--- src/rtl/vec_reg_file_sb_if.sv ---
// Bus bundle for vec_reg_file_sb: writeback, read, issue and hazard signals.
// Decode/writeback logic uses the master modport; the register file uses slave.
interface vec_reg_file_sb_if #(
    parameter int LANES     = 4,
    parameter int LANE_W    = 32,
    parameter int REG_COUNT = 16,
    parameter int SEL_BITS  = 4
);
    localparam int REG_W = LANES * LANE_W;

    logic                 regWrEn;
    logic [SEL_BITS-1:0]  regToWrite;
    logic [LANES-1:0]     laneMask;
    logic [REG_W-1:0]     dataIn;
    logic [SEL_BITS-1:0]  rSel1;
    logic [SEL_BITS-1:0]  rSel2;
    logic [REG_W-1:0]     operand1;
    logic [REG_W-1:0]     operand2;
    logic                 issueEn;
    logic [SEL_BITS-1:0]  issueDest;
    logic                 busy1;
    logic                 busy2;
    logic                 stall;
    logic [REG_COUNT-1:0] busyVec;

    modport master (
        output regWrEn, regToWrite, laneMask, dataIn, rSel1, rSel2, issueEn, issueDest,
        input  operand1, operand2, busy1, busy2, stall, busyVec
    );

    modport slave (
        input  regWrEn, regToWrite, laneMask, dataIn, rSel1, rSel2, issueEn, issueDest,
        output operand1, operand2, busy1, busy2, stall, busyVec
    );
endinterface

--- src/rtl/vec_reg_file_sb.sv ---
// Vector register file (LANES x LANE_W per register) with per-lane write mask and
// a RAW scoreboard; define REGFILE_BYPASS_EN to forward writeback data to the read ports.
module vec_reg_file_sb #(
    parameter int LANES     = 4,
    parameter int LANE_W    = 32,
    parameter int REG_COUNT = 16,
    parameter int SEL_BITS  = 4
) (
    input  logic              clk,
    input  logic              reset,
    vec_reg_file_sb_if.slave  rf
);
    localparam int REG_W = LANES * LANE_W;
    localparam logic [SEL_BITS:0] REG_LIMIT = (SEL_BITS + 1)'(REG_COUNT);

    logic [REG_W-1:0]     regs [REG_COUNT];
    logic [REG_COUNT-1:0] busyQ;
    logic                 wrValid;
    logic                 issueValid;
    logic                 bypassOk;
    logic [REG_W-1:0]     wrStored;
    logic [REG_W-1:0]     wrMerged;
    logic [REG_W-1:0]     stored1;
    logic [REG_W-1:0]     stored2;
    logic                 hit1;
    logic                 hit2;
    logic                 sel1Ok;
    logic                 sel2Ok;

    function automatic logic selValid(input logic [SEL_BITS-1:0] sel);
        return {1'b0, sel} < REG_LIMIT;
    endfunction

    function automatic logic [REG_W-1:0] mergeLanes(input logic [REG_W-1:0] oldVal,
                                                    input logic [REG_W-1:0] newVal,
                                                    input logic [LANES-1:0] mask);
        logic [REG_W-1:0] res;
        res = oldVal;
        for (int i = 0; i < LANES; i++) begin
            if (mask[i]) res[i*LANE_W +: LANE_W] = newVal[i*LANE_W +: LANE_W];
        end
        return res;
    endfunction

    assign wrValid    = rf.regWrEn & selValid(rf.regToWrite);
    assign issueValid = rf.issueEn & selValid(rf.issueDest);
    assign wrStored   = wrValid ? regs[rf.regToWrite] : '0;
    assign wrMerged   = mergeLanes(wrStored, rf.dataIn, rf.laneMask);

`ifdef REGFILE_BYPASS_EN
    // Only a full-width write completes the producer for a same-cycle consumer.
    assign bypassOk = &rf.laneMask;
`else
    assign bypassOk = 1'b0;
`endif

    always_ff @(posedge clk or negedge reset) begin
        if (!reset) begin
            for (int r = 0; r < REG_COUNT; r++) regs[r] <= '0;
        end else if (wrValid) begin
            regs[rf.regToWrite] <= wrMerged;
        end
    end

    // Set beats clear: a newly issued producer supersedes one completing this cycle.
    always_ff @(posedge clk or negedge reset) begin
        if (!reset) begin
            busyQ <= '0;
        end else begin
            for (int r = 0; r < REG_COUNT; r++) begin
                if (issueValid && (rf.issueDest == SEL_BITS'(r))) begin
                    busyQ[r] <= 1'b1;
                end else if (wrValid && (rf.regToWrite == SEL_BITS'(r))) begin
                    busyQ[r] <= 1'b0;
                end
            end
        end
    end

    always_comb begin
        sel1Ok  = selValid(rf.rSel1);
        sel2Ok  = selValid(rf.rSel2);
        stored1 = sel1Ok ? regs[rf.rSel1] : '0;
        stored2 = sel2Ok ? regs[rf.rSel2] : '0;
        hit1    = wrValid && (rf.regToWrite == rf.rSel1);
        hit2    = wrValid && (rf.regToWrite == rf.rSel2);
    end

`ifdef REGFILE_BYPASS_EN
    assign rf.operand1 = hit1 ? wrMerged : stored1;
    assign rf.operand2 = hit2 ? wrMerged : stored2;
`else
    assign rf.operand1 = stored1;
    assign rf.operand2 = stored2;
`endif

    assign rf.busy1   = sel1Ok && busyQ[rf.rSel1] && !(hit1 && bypassOk);
    assign rf.busy2   = sel2Ok && busyQ[rf.rSel2] && !(hit2 && bypassOk);
    assign rf.stall   = rf.busy1 | rf.busy2;
    assign rf.busyVec = busyQ;
endmodule
--- src/flat_wrapper.sv ---
// flat-port wrapper written by rule: the top's interface ports become plain ports
module vec_reg_file_sb_flat 
#(
    parameter int LANES     = 4,
    parameter int LANE_W    = 32,
    parameter int REG_COUNT = 16,
    parameter int SEL_BITS  = 4
)
  (clk, reset, rf_regWrEn, rf_regToWrite, rf_laneMask, rf_dataIn, rf_rSel1, rf_rSel2, rf_issueEn, rf_issueDest, rf_operand1, rf_operand2, rf_busy1, rf_busy2, rf_stall, rf_busyVec);
  vec_reg_file_sb_if #(.LANES(LANES), .LANE_W(LANE_W), .REG_COUNT(REG_COUNT), .SEL_BITS(SEL_BITS)) rf_i ();
  input  logic clk;
  input  logic reset;
  input wire logic [$bits(rf_i.regWrEn)-1:0] rf_regWrEn;
  input wire logic [$bits(rf_i.regToWrite)-1:0] rf_regToWrite;
  input wire logic [$bits(rf_i.laneMask)-1:0] rf_laneMask;
  input wire logic [$bits(rf_i.dataIn)-1:0] rf_dataIn;
  input wire logic [$bits(rf_i.rSel1)-1:0] rf_rSel1;
  input wire logic [$bits(rf_i.rSel2)-1:0] rf_rSel2;
  input wire logic [$bits(rf_i.issueEn)-1:0] rf_issueEn;
  input wire logic [$bits(rf_i.issueDest)-1:0] rf_issueDest;
  output wire logic [$bits(rf_i.operand1)-1:0] rf_operand1;
  output wire logic [$bits(rf_i.operand2)-1:0] rf_operand2;
  output wire logic [$bits(rf_i.busy1)-1:0] rf_busy1;
  output wire logic [$bits(rf_i.busy2)-1:0] rf_busy2;
  output wire logic [$bits(rf_i.stall)-1:0] rf_stall;
  output wire logic [$bits(rf_i.busyVec)-1:0] rf_busyVec;
  assign rf_i.regWrEn = rf_regWrEn;
  assign rf_i.regToWrite = rf_regToWrite;
  assign rf_i.laneMask = rf_laneMask;
  assign rf_i.dataIn = rf_dataIn;
  assign rf_i.rSel1 = rf_rSel1;
  assign rf_i.rSel2 = rf_rSel2;
  assign rf_i.issueEn = rf_issueEn;
  assign rf_i.issueDest = rf_issueDest;
  assign rf_operand1 = rf_i.operand1;
  assign rf_operand2 = rf_i.operand2;
  assign rf_busy1 = rf_i.busy1;
  assign rf_busy2 = rf_i.busy2;
  assign rf_stall = rf_i.stall;
  assign rf_busyVec = rf_i.busyVec;
  vec_reg_file_sb #(.LANES(LANES), .LANE_W(LANE_W), .REG_COUNT(REG_COUNT), .SEL_BITS(SEL_BITS)) u_core (.clk(clk), .reset(reset), .rf(rf_i));
endmodule
--- config.mk ---
export PLATFORM = sky130hd
export DESIGN_NAME = vec_reg_file_sb_flat
export DESIGN_NICKNAME = d
export VERILOG_FILES = /design/src/rtl/vec_reg_file_sb_if.sv /design/src/rtl/vec_reg_file_sb.sv /design/src/flat_wrapper.sv
export SDC_FILE = /design/constraint.sdc
export NUM_CORES = 2
export LEC_CHECK = 0
export ABC_CLOCK_PERIOD_IN_PS = 7000
export BUFFER_PORTS_ARGS = -buffer_cell sky130_fd_sc_hd__buf_2
export CORE_MARGIN = 4
export CORE_UTILIZATION = 50
export CTS_CLUSTER_DIAMETER = 50
export DETAILED_ROUTE_END_ITERATION = 12
export PLACE_DENSITY = 0.66
export SYNTH_ARGS = -nofsm -noshare
export SYNTH_HDL_FRONTEND = slang
export SYNTH_SLANG_ARGS = --single-unit
--- constraint.sdc ---
create_clock -name clk -period 7 [get_ports clk]
set_clock_uncertainty 0.15 [all_clocks]
set_input_delay 1.4 -clock clk [delete_from_list [all_inputs] [get_ports clk]]
set_output_delay 1.4 -clock clk [all_outputs]
set_load 0.05 [all_outputs]
==> flow_summary.ini <==
[outcome]
status = complete, no violations

[cts]
cts.path.max_buffers = 4
root_buffer = clkbuf_16
cts.htree.levels = 5
postCtsSetupBuffers = 0
post_cts.resized_instances = 0
cts_tree = built
cts_hold_buf = 0
insertion_delay_ps = 890
cts_buffers = 284
clk_pin_slew_ps = 60
clkSinkCount = 2064

[worst_setup_path]
crit_type = in2out
critPathMaxStageDelay_ps = 700
crit_path_start = rf_rSel2[1]
crit_path_end_kind = output port
worstPathArrival_ps = 4140
cp_max_fo = 83
rrSetupSlack_ps = 4520
rr_startpoint = u_core.regs[1673]
crit_chain = buf_8, buf_4, mux4_2, nor2b_1, a211oi_1, a21oi_1, buf_2
required_ps = 5450
critPathSlowestCell = buf_8
startpoint_type = input port

[synthesis]
synth_edf_count = 0
synth_cells = 10900
yosys_most_used_dff = dfrtp_1
synth_seq_cells = 2064
syn-num-nets = 11100
ys_warn_count = 0
synth_common_cells = 2064 x dfrtp_1, 1498 x a21oi_1, 1312 x mux4_2, 1178 x nand2_1, 1032 x nor2_1
synth.area.top_cells = dfrtp_1 41%, mux4_2 24%, a21oi_1 6.0%, mux2i_1 5.0%, nand2_1 3.5%
synth_area_leader_cell = dfrtp_1
synthArstFlopShare = 1.00
seq_area_frac_synth = 0.415
yosysMostFrequentCell = dfrtp_1
synthDominantCellAreaShare = 0.415
synth_cell_types = 45
syn_area_um2 = 125000
synth_area_per_cell_um2 = 11.4

[sta]
fmaxAchievable_mhz = 176
final_max_slew_viol_count = 0
setup-tns-final_ps = 0
hold_viol = 0
fin_crit_sh = 0.812
tightest_slew_ps = 1240
final-setup-viol-count = 0
fin_crit_ps = 5690
maxSlewHeadroom = 0.168
rsz0062_at_grt = no

[global_routing]
grt_pass1_vias = 97600
grt.total_usage = 0.322
grt_max_degree = 174
antenna_found_initial = 39
grt_overflow = 0
grt_pass1_wl_mm = 632

[power]
leakage_nw = 57.5
ir_drop_mv = 0.266
finalPower_mw = 44.9
power_per_cell_area_nw_per_um2 = 325

[routing]
via_per_inst = 6.80
vias = 97100
routed_wl_mm = 419
route.detailed.drc = 0
drt-initial-drc-count = 11800
drt.antenna.violating_nets = 0
drtPass1Iterations = 6
wl_per_cell_um = 29.3

[cells_and_area]
final_cell_area_um2 = 138000
syn_to_final_growth_pct = 11.0
multi_input_area_um2 = 67400
n_fill_cell = 20400
drive_gt1_frac = 0.261
nets = 10900
seqCellArea_um2 = 51600
finalNonFillerCells = 14300

[floorplan]
coreArea_um2 = 248000
die_area_um2 = 257000
die_y_um = 507
fp.dieW_um = 507
rows = 183
initial_core_util = 0.502
ioPinCount = 427

[placed_design]
placed_area_um2 = 128000
numPortBuffers = 426
dp.cells = 13800
dp_hpwl_mm = 234
place_congestion = 0.856

[hold_path]
hold_start = u_core.regs[538]
hp-class = reg2reg

[flow_run]
cap_violations = 0
per-layer routing:
metal	global-route usage	part of all wire
met5	0	0.00012
met2	0.498	0.46
met1	0.428	0.37
met3	0.0689	0.10
met4	0.179	0.064
per-stage QoR:
step	worst slack (ps)	util	hold slack (ps)
floorplan	1930	-	325
global placement	1420	0.518	343
detailed placement	1420	0.518	356
CTS	1420	0.557	369
global route	1290	0.557	397
finish	1310	0.557	368
worst max-delay path, delay by kind of cell:
kind	cells	cell delay, ps
buffers and inverters	3	1660
AO/OA/AOI/OAI	2	400
multiplexers	1	390
AND/OR/NAND/NOR	1	140
power by group:
part | internal [mW] | switching (mW)
sequential | 14.6 | 2.87
clock | 9.21 | 5.81
combinational | 5.76 | 6.62
cell families after synthesis:
kind of cell | synth area share
and+or+nand+nor | 0.0806
DFF | 0.415
muxes | 0.310
AOI/OAI and AO/OA | 0.149
buffers and inverters | 0.0463
state kept, by name, indices dropped and copies added, names as in the netlist:
register           flops
u_core.regs         2048
u_core.rf.busyVec     16
final timing paths:
kind                                      to  depth (start not counted)
min in group asynchronous  u_core.regs[1263]                          1
max                          rf_operand2[25]                          7
max reg2reg                 u_core.regs[649]                          5
max in group asynchronous   u_core.regs[816]                          2
min                         u_core.regs[538]                          2
min reg2reg                 u_core.regs[538]                          2
cell usage in the layout, fill, tap and decap left out, drive strengths merged, types with 3 or more instances in the layout:
cell / Yosys / routed
clkinv: 0 / 62
buf: 504 / 660
a221oi: 248 / 248
a22oi: 4 / 4
o22ai: 127 / 127
nand2b: 8 / 8
nand3b: 6 / 6
nand3: 8 / 8
bufinv: 0 / 31
nor2: 1033 / 1033
clkinvlp: 0 / 15
nor3: 4 / 4
nand2: 1178 / 1178
o31ai: 3 / 3
and3: 124 / 124
mux4: 1312 / 1312
dfrtp: 2064 / 2064
a211oi: 106 / 106
a21oi: 1506 / 1506
diode: 0 / 29
mux2: 248 / 248
clkbuf: 668 / 360
o21ai: 1035 / 1035
mux2i: 626 / 626
a32o: 5 / 5
nor2b: 108 / 108
inv: 6 / 37
a31oi: 4 / 4
nand4bb: 4 / 4
layout make-up:
class	count	area share
Tap cell	3330	0.0301
Clock buffer	360	0.0569
Clock inverter	139	0.0139
Sequential cell	2064	0.373
Inverter	6	0.000163
Timing Repair Buffer	660	0.0375
Antenna cell	29	0.000525
Multi-Input combinational cell	7705	0.487
Power figures use the tool's default switching activity.
